`src/rtl/arbitro_fifos_if.sv`:
```
// Bus between the source FIFO bank, the arbiter and the destination FIFO bank.
// The arbiter side is the master: it owns every pop and every push.
interface arbitro_fifos_if #(
    parameter int DATA_W = 6
);
    logic                active_in;
    logic [3:0]          fifo_empty;
    logic [4*DATA_W-1:0] data_in;
    logic [3:0]          dest_almost_full;
    logic [3:0]          pop;
    logic [3:0]          push;
    logic [DATA_W-1:0]   data_out;
    logic [1:0]          grant;
    logic                busy;

    modport master (
        input  active_in, fifo_empty, data_in, dest_almost_full,
        output pop, push, data_out, grant, busy
    );

    modport slave (
        output active_in, fifo_empty, data_in, dest_almost_full,
        input  pop, push, data_out, grant, busy
    );
endinterface

```
`src/rtl/arbitro_fifos.sv`:
```
// Round-robin burst arbiter draining four source FIFOs into four destination FIFOs.
// Define ARB_FIXED_PRIO_EN for lowest-index-first priority with a combinational grant.
module arbitro_fifos #(
    parameter int DATA_W = 6,
    parameter int BURST  = 4
) (
    input logic             clk,
    input logic             reset,
    arbitro_fifos_if.master bus
);
    typedef enum logic [1:0] {
        IDLE  = 2'd0,
        RUN   = 2'd1,
        PAUSE = 2'd2
    } state_t;

    state_t              state_r;
    state_t              state_nxt_s;
    logic                any_af_s;
    logic [3:0]          pop_s;
    logic [1:0]          grant_s;
    logic                v1_r;
    logic [1:0]          src1_r;
    logic [DATA_W-1:0]   word_s;
    logic [3:0]          push_r;
    logic [DATA_W-1:0]   data_out_r;
    logic                busy_r;

    function automatic logic [3:0] dest_onehot(input logic [1:0] dest);
        logic [3:0] res;
        case (dest)
            2'd0:    res = 4'b0001;
            2'd1:    res = 4'b0010;
            2'd2:    res = 4'b0100;
            2'd3:    res = 4'b1000;
            default: res = 4'b0000;
        endcase
        return res;
    endfunction

    assign any_af_s = |bus.dest_almost_full;

    // State register
    always_ff @(posedge clk or negedge reset) begin
        if (!reset) begin
            state_r <= IDLE;
        end else begin
            state_r <= state_nxt_s;
        end
    end

    // Next-state logic; losing active_in overrides everything
    always_comb begin
        state_nxt_s = state_r;
        if (!bus.active_in) begin
            state_nxt_s = IDLE;
        end else begin
            case (state_r)
                IDLE:    state_nxt_s = RUN;
                RUN:     state_nxt_s = any_af_s ? PAUSE : RUN;
                PAUSE:   state_nxt_s = any_af_s ? PAUSE : RUN;
                default: state_nxt_s = IDLE;
            endcase
        end
    end

    // Pop uses the live almost-full flags so a pause bites in the same cycle
    always_comb begin
        pop_s = 4'b0000;
        if ((state_r == RUN) && bus.active_in && !any_af_s && !bus.fifo_empty[grant_s]) begin
            pop_s[grant_s] = 1'b1;
        end else begin
            pop_s = 4'b0000;
        end
    end

`ifdef ARB_FIXED_PRIO_EN
    // Lowest-index non-empty source wins, re-evaluated every cycle
    always_comb begin
        grant_s = 2'd0;
        if (!bus.fifo_empty[0]) begin
            grant_s = 2'd0;
        end else if (!bus.fifo_empty[1]) begin
            grant_s = 2'd1;
        end else if (!bus.fifo_empty[2]) begin
            grant_s = 2'd2;
        end else if (!bus.fifo_empty[3]) begin
            grant_s = 2'd3;
        end else begin
            grant_s = 2'd0;
        end
    end
`else
    localparam int               CNT_W    = (BURST > 1) ? $clog2(BURST) : 1;
    localparam logic [CNT_W-1:0] CNT_LAST = CNT_W'(BURST - 1);

    logic [CNT_W-1:0] cnt_r;
    logic [1:0]       grant_r;
    logic [2:0]       next_s;

    // Returns {found, index} of the first non-empty source after cur, in circular order
    function automatic logic [2:0] next_src(input logic [1:0] cur, input logic [3:0] empty);
        logic [2:0] res;
        logic [1:0] idx;
        res = {1'b0, cur};
        for (int k = 3; k >= 1; k--) begin
            idx = cur + 2'(k);
            if (!empty[idx]) begin
                res = {1'b1, idx};
            end else begin
                res = res;
            end
        end
        return res;
    endfunction

    assign next_s  = next_src(grant_r, bus.fifo_empty);
    assign grant_s = grant_r;

    // Grant and burst counter; an empty grant costs one bubble cycle to move on
    always_ff @(posedge clk or negedge reset) begin
        if (!reset) begin
            grant_r <= 2'd0;
            cnt_r   <= '0;
        end else if ((state_r == RUN) && bus.fifo_empty[grant_r]) begin
            cnt_r   <= '0;
            grant_r <= next_s[2] ? next_s[1:0] : grant_r;
        end else if (|pop_s) begin
            if (cnt_r == CNT_LAST) begin
                cnt_r   <= '0;
                grant_r <= next_s[2] ? next_s[1:0] : grant_r;
            end else begin
                cnt_r   <= cnt_r + CNT_W'(1);
                grant_r <= grant_r;
            end
        end else begin
            cnt_r   <= cnt_r;
            grant_r <= grant_r;
        end
    end
`endif

    assign word_s = bus.data_in[src1_r*DATA_W +: DATA_W];

    // Two-stage in-flight pipeline: pop -> source capture -> push of the read word
    always_ff @(posedge clk or negedge reset) begin
        if (!reset) begin
            v1_r       <= 1'b0;
            src1_r     <= 2'd0;
            push_r     <= 4'b0000;
            data_out_r <= '0;
            busy_r     <= 1'b0;
        end else begin
            v1_r   <= |pop_s;
            src1_r <= (|pop_s) ? grant_s : src1_r;
            if (v1_r) begin
                data_out_r <= word_s;
                push_r     <= dest_onehot(word_s[DATA_W-1:DATA_W-2]);
            end else begin
                data_out_r <= data_out_r;
                push_r     <= 4'b0000;
            end
            // Registered image of: state != IDLE or a word still in the pipeline
            busy_r <= (state_nxt_s != IDLE) | (|pop_s) | v1_r;
        end
    end

    assign bus.pop      = pop_s;
    assign bus.push     = push_r;
    assign bus.data_out = data_out_r;
    assign bus.grant    = grant_s;
    assign bus.busy     = busy_r;
endmodule

```
`src/flat_wrapper.sv`:
```
// flat-port wrapper written by rule: the top's interface ports become plain ports
module arbitro_fifos_flat 
#(
    parameter int DATA_W = 6,
    parameter int BURST  = 4
)
  (clk, reset, bus_active_in, bus_fifo_empty, bus_data_in, bus_dest_almost_full, bus_pop, bus_push, bus_data_out, bus_grant, bus_busy);
  arbitro_fifos_if #(.DATA_W(DATA_W)) bus_i ();
  input logic clk;
  input logic reset;
  input wire logic [$bits(bus_i.active_in)-1:0] bus_active_in;
  input wire logic [$bits(bus_i.fifo_empty)-1:0] bus_fifo_empty;
  input wire logic [$bits(bus_i.data_in)-1:0] bus_data_in;
  input wire logic [$bits(bus_i.dest_almost_full)-1:0] bus_dest_almost_full;
  output wire logic [$bits(bus_i.pop)-1:0] bus_pop;
  output wire logic [$bits(bus_i.push)-1:0] bus_push;
  output wire logic [$bits(bus_i.data_out)-1:0] bus_data_out;
  output wire logic [$bits(bus_i.grant)-1:0] bus_grant;
  output wire logic [$bits(bus_i.busy)-1:0] bus_busy;
  assign bus_i.active_in = bus_active_in;
  assign bus_i.fifo_empty = bus_fifo_empty;
  assign bus_i.data_in = bus_data_in;
  assign bus_i.dest_almost_full = bus_dest_almost_full;
  assign bus_pop = bus_i.pop;
  assign bus_push = bus_i.push;
  assign bus_data_out = bus_i.data_out;
  assign bus_grant = bus_i.grant;
  assign bus_busy = bus_i.busy;
  arbitro_fifos #(.DATA_W(DATA_W), .BURST(BURST)) u_core (.clk(clk), .reset(reset), .bus(bus_i));
endmodule
```
`config.mk`:
```
export PLATFORM = sky130hd
export DESIGN_NAME = arbitro_fifos_flat
export DESIGN_NICKNAME = d
export VERILOG_FILES = /design/src/rtl/arbitro_fifos_if.sv /design/src/rtl/arbitro_fifos.sv /design/src/flat_wrapper.sv
export SDC_FILE = /design/constraint.sdc
export NUM_CORES = 1
export LEC_CHECK = 0
export BUFFER_PORTS_ARGS = -buffer_cell sky130_fd_sc_hd__buf_4
export CORE_MARGIN = 3
export CORE_UTILIZATION = 40
export CTS_BUF_LIST = sky130_fd_sc_hd__clkbuf_4 sky130_fd_sc_hd__clkbuf_8
export DETAILED_ROUTE_END_ITERATION = 10
export PLACE_DENSITY = 0.74
export SLEW_MARGIN = 10
export SYNTH_ARGS = -nofsm -noshare
export SYNTH_HDL_FRONTEND = slang
export SYNTH_SLANG_ARGS = --single-unit
```
`constraint.sdc`:
```
create_clock -name clk -period 3.1 [get_ports clk]
set_input_delay 0.31 -clock clk [delete_from_list [all_inputs] [get_ports clk]]
set_output_delay 0.31 -clock clk [all_outputs]
set_load 0.02 [all_outputs]
```
==> impl_results.md <==
* Peak supply drop at 0.000485 V
* Top cell type by total area after synthesis: dfrtp_1
* CTS tree: done
* # port buffers at 51
* FF-to-FF End: u_core.bus.grant[1]
* Critical Path AT at 2.05 ns
* GP Congestion at about 0.9
* DR pass1 iterations at 4
* Slew headroom at 0.672
* Final Util at 0.602
* Worst slew pin tran at around 0.49 ns
* Worst EP required at 2.79 ns
* Num CTS Buffers at 3
* RSZ-0062 raised after global routing: false
* Hold WC Path Type: in2reg
* Worst-Skew Late Latency at 0.30 ns
* Clock Tree Root: clkbuf_4
* # IOs at 52
* Hold Crit Start: bus_active_in
* Maximum clock path buffer count at 2
* Pwr dens at 621 nW/um^2
* Avg Cell Area, Syn at 11.3 um^2
* Hold EP: u_core.bus.busy
* Kind of critical path: reg2out
* Most frequent cells in the layout: 51 x buf_4, 20 x dfrtp_1, 12 x inv_1
* Count of final hold-check violations at 0
* Clk slew on worst S/H paths at between 0.1 and 0.15 ns
* DRC viols at 0
* 1st-iter DRT viols at 26
* WL met2 at 1.63 mm
* Wire length on met3 at 131 um
* Largest net degree at the start of global routing at 21
* Hpwl dp at between 2 and 2.5 mm
* H-tree lvl count at 1
* Asr flop ratio synth at 1.00
* Cell area after synthesis at approximately 1300 um^2
* Yosys reg bits at 20
* Uppermost routed layer: met4
* First-pass GRT wire length at about 5.0 mm
* Post-synth top area share at 0.393
* Post-DR vias/cell at approximately 5.2
* Main synth FF type: dfrtp_1
* Die Span X at 62.4 um
* Leakage at ~0.86 nW
* Most common cell after layout, fill and taps aside: buf_4
* Post-synth EDFFs at 0
* Startpoint types: flip-flop
* Rows at 19
* Setup_tns at 0 ns
* Vias in the first global route at 1095
* Gr ovfl total at 0
* Slew Limit Fails at 0
* Crit end category: primary output
* Max Cap Violations at 0
* Synth top area cells: dfrtp_1 39%, mux4_2 12%, ha_1 7.9%
* Die Height at 62.4 um
* Antenna Cells at 0
* Layout net count at 208
* Synthesized net count at 156
* Post-Synthesis Cells at 113
* Synth unique cells at 36
* GRT Total Usage at 0.159
* Crit path time final at between 2 and 2.5 ns
* Yosys warns at 0
* Initial antenna violation count at 0
* WL met1 at 1.21 mm
* Starting Density at 0.439
* Critical path peak fanout at 9
* Routed Wire Length at 2.99 mm
* Share of layout cells above drive strength 1 at 0.451
* FF-to-FF setup slack at 0.79 ns
* Clk_skew at 0.00819 ns
* Final period utilization at 0.761
* Reg2Reg Depth at 6
* Post-route ant nets at 0
* Clock sinks at 20
* DR vias at 1062
* Setup-failing EPs final at 0
* Worst reg2reg startpoint: u_core.bus.grant[0]
* Sequential fraction of the synthesis area at 0.393
* Fmax at 424 MHz
* WHS Path Cells at 2
* DIE AREA at 3900 um^2
* Outcome: completed
* Routed len/inst at 14.5 um
* FILL cells at ~260
* Area Growth Syn to Fin at 37.0%
* Core ar. at 2900 um^2
## cell usage after synthesis (all sizes together), types with 2 or more instances
library cell / n
inv: 12
a21oi: 2
mux2: 10
nor2: 6
nand2: 7
nor3: 2
buf: 3
mux2i: 3
o21ai: 4
clkbuf: 2
nand2b: 2
mux4: 7
nor4: 2
dfrtp: 20
ha: 8
or4: 2
and2: 5
## worst max-delay path, stage by stage (launching register included)
cell and delay, ns:
dfrtp_1 0.55, mux4_2 0.60, nor4_4 0.29, and2_1 0.18, buf_4 0.14
## state kept, by name (all words and copies together), names as in the netlist
name	cells
u_core.bus.busy	1
u_core.bus.data_out	6
u_core.bus.grant	2
u_core.bus.push	4
u_core.cnt_r	2
u_core.src1_r	2
u_core.state_r	2
u_core.v1_r	1
## stage by stage
| stage | area, um^2 | power (mW) | instances | hold WS (ns) | setup WS (ns) |
|---|---|---|---|---|---|
| 2_1_floorplan | 1270 | 0.715 | 113 | 0.0144 | 0.784 |
| 3_3_place_gp | 1680 | 0.865 | 201 | 0.197 | 0.895 |
| 3_5_place_dp | 1680 | 0.880 | 201 | 0.200 | 0.796 |
| 4_1_cts | 1750 | 1.10 | 206 | 0.234 | 0.720 |
| 5_1_grt | 1750 | 1.16 | 206 | 0.220 | 0.584 |
| 6_report | 1750 | 1.08 | 206 | 0.244 | 0.741 |
## final cells by class
type	instances	area, um^2	share of cell area
clock inverter	1	30.0	0.0172
timing repair buffer	52	393	0.225
inverter	12	45.0	0.0258
clock buffer	3	22.5	0.0129
sequential	20	500	0.287
tap	42	52.6	0.0301
multi-input combinational	76	702	0.402
## power breakdown
part	total (mW)	internal [mW]	switching [mW]
Sequential	0.387	0.310	0.0766
Clock	0.210	0.131	0.0796
Combinational	0.487	0.252	0.235
Total	1.08	0.693	0.391
## kinds of logic (layout without fill, tap and decap cells)
logic type | after synthesis | after routing | synth area share
adders and majority gates | 8 | 8 | 0.0786
muxes | 20 | 20 | 0.242
buffers and inverters | 17 | 68 | 0.0560
and+or+nand+nor | 31 | 31 | 0.139
DFF | 20 | 20 | 0.393
AOI/OAI and AO/OA | 17 | 17 | 0.0924
## per-layer routing
metal	global-route usage	vias up
met5	0	-
met2	0.300	26
met4	0.0248	0
met1	0.184	525
met3	0.0378	2
li1	-	509
## what timing repair did
item	CTS	global route
resized for setup	0	0
hold buffers	1	0
buffers inserted	0	0
endpoints found under the hold margin	20	0
endpoints found under the setup margin	0	0
## how the worst max path moves through the flow
stage	startpoint	end	slack (ns)	cells past startpoint
5_1_grt	u_core.bus.grant[0]	u_core.bus.grant[1]	0.58	6
4_1_cts	u_core.bus.grant[0]	bus_pop[1]	0.72	4
6_report	u_core.bus.grant[0]	bus_pop[1]	0.74	4
3_5_place_dp	u_core.bus.grant[0]	u_core.bus.grant[1]	0.80	6
3_3_place_gp	u_core.bus.grant[1]	u_core.bus.grant[1]	0.89	6
2_1_floorplan	u_core.bus.grant[1]	u_core.bus.grant[1]	0.78	7
No activity file was read; power rests on OpenSTA's default activity.
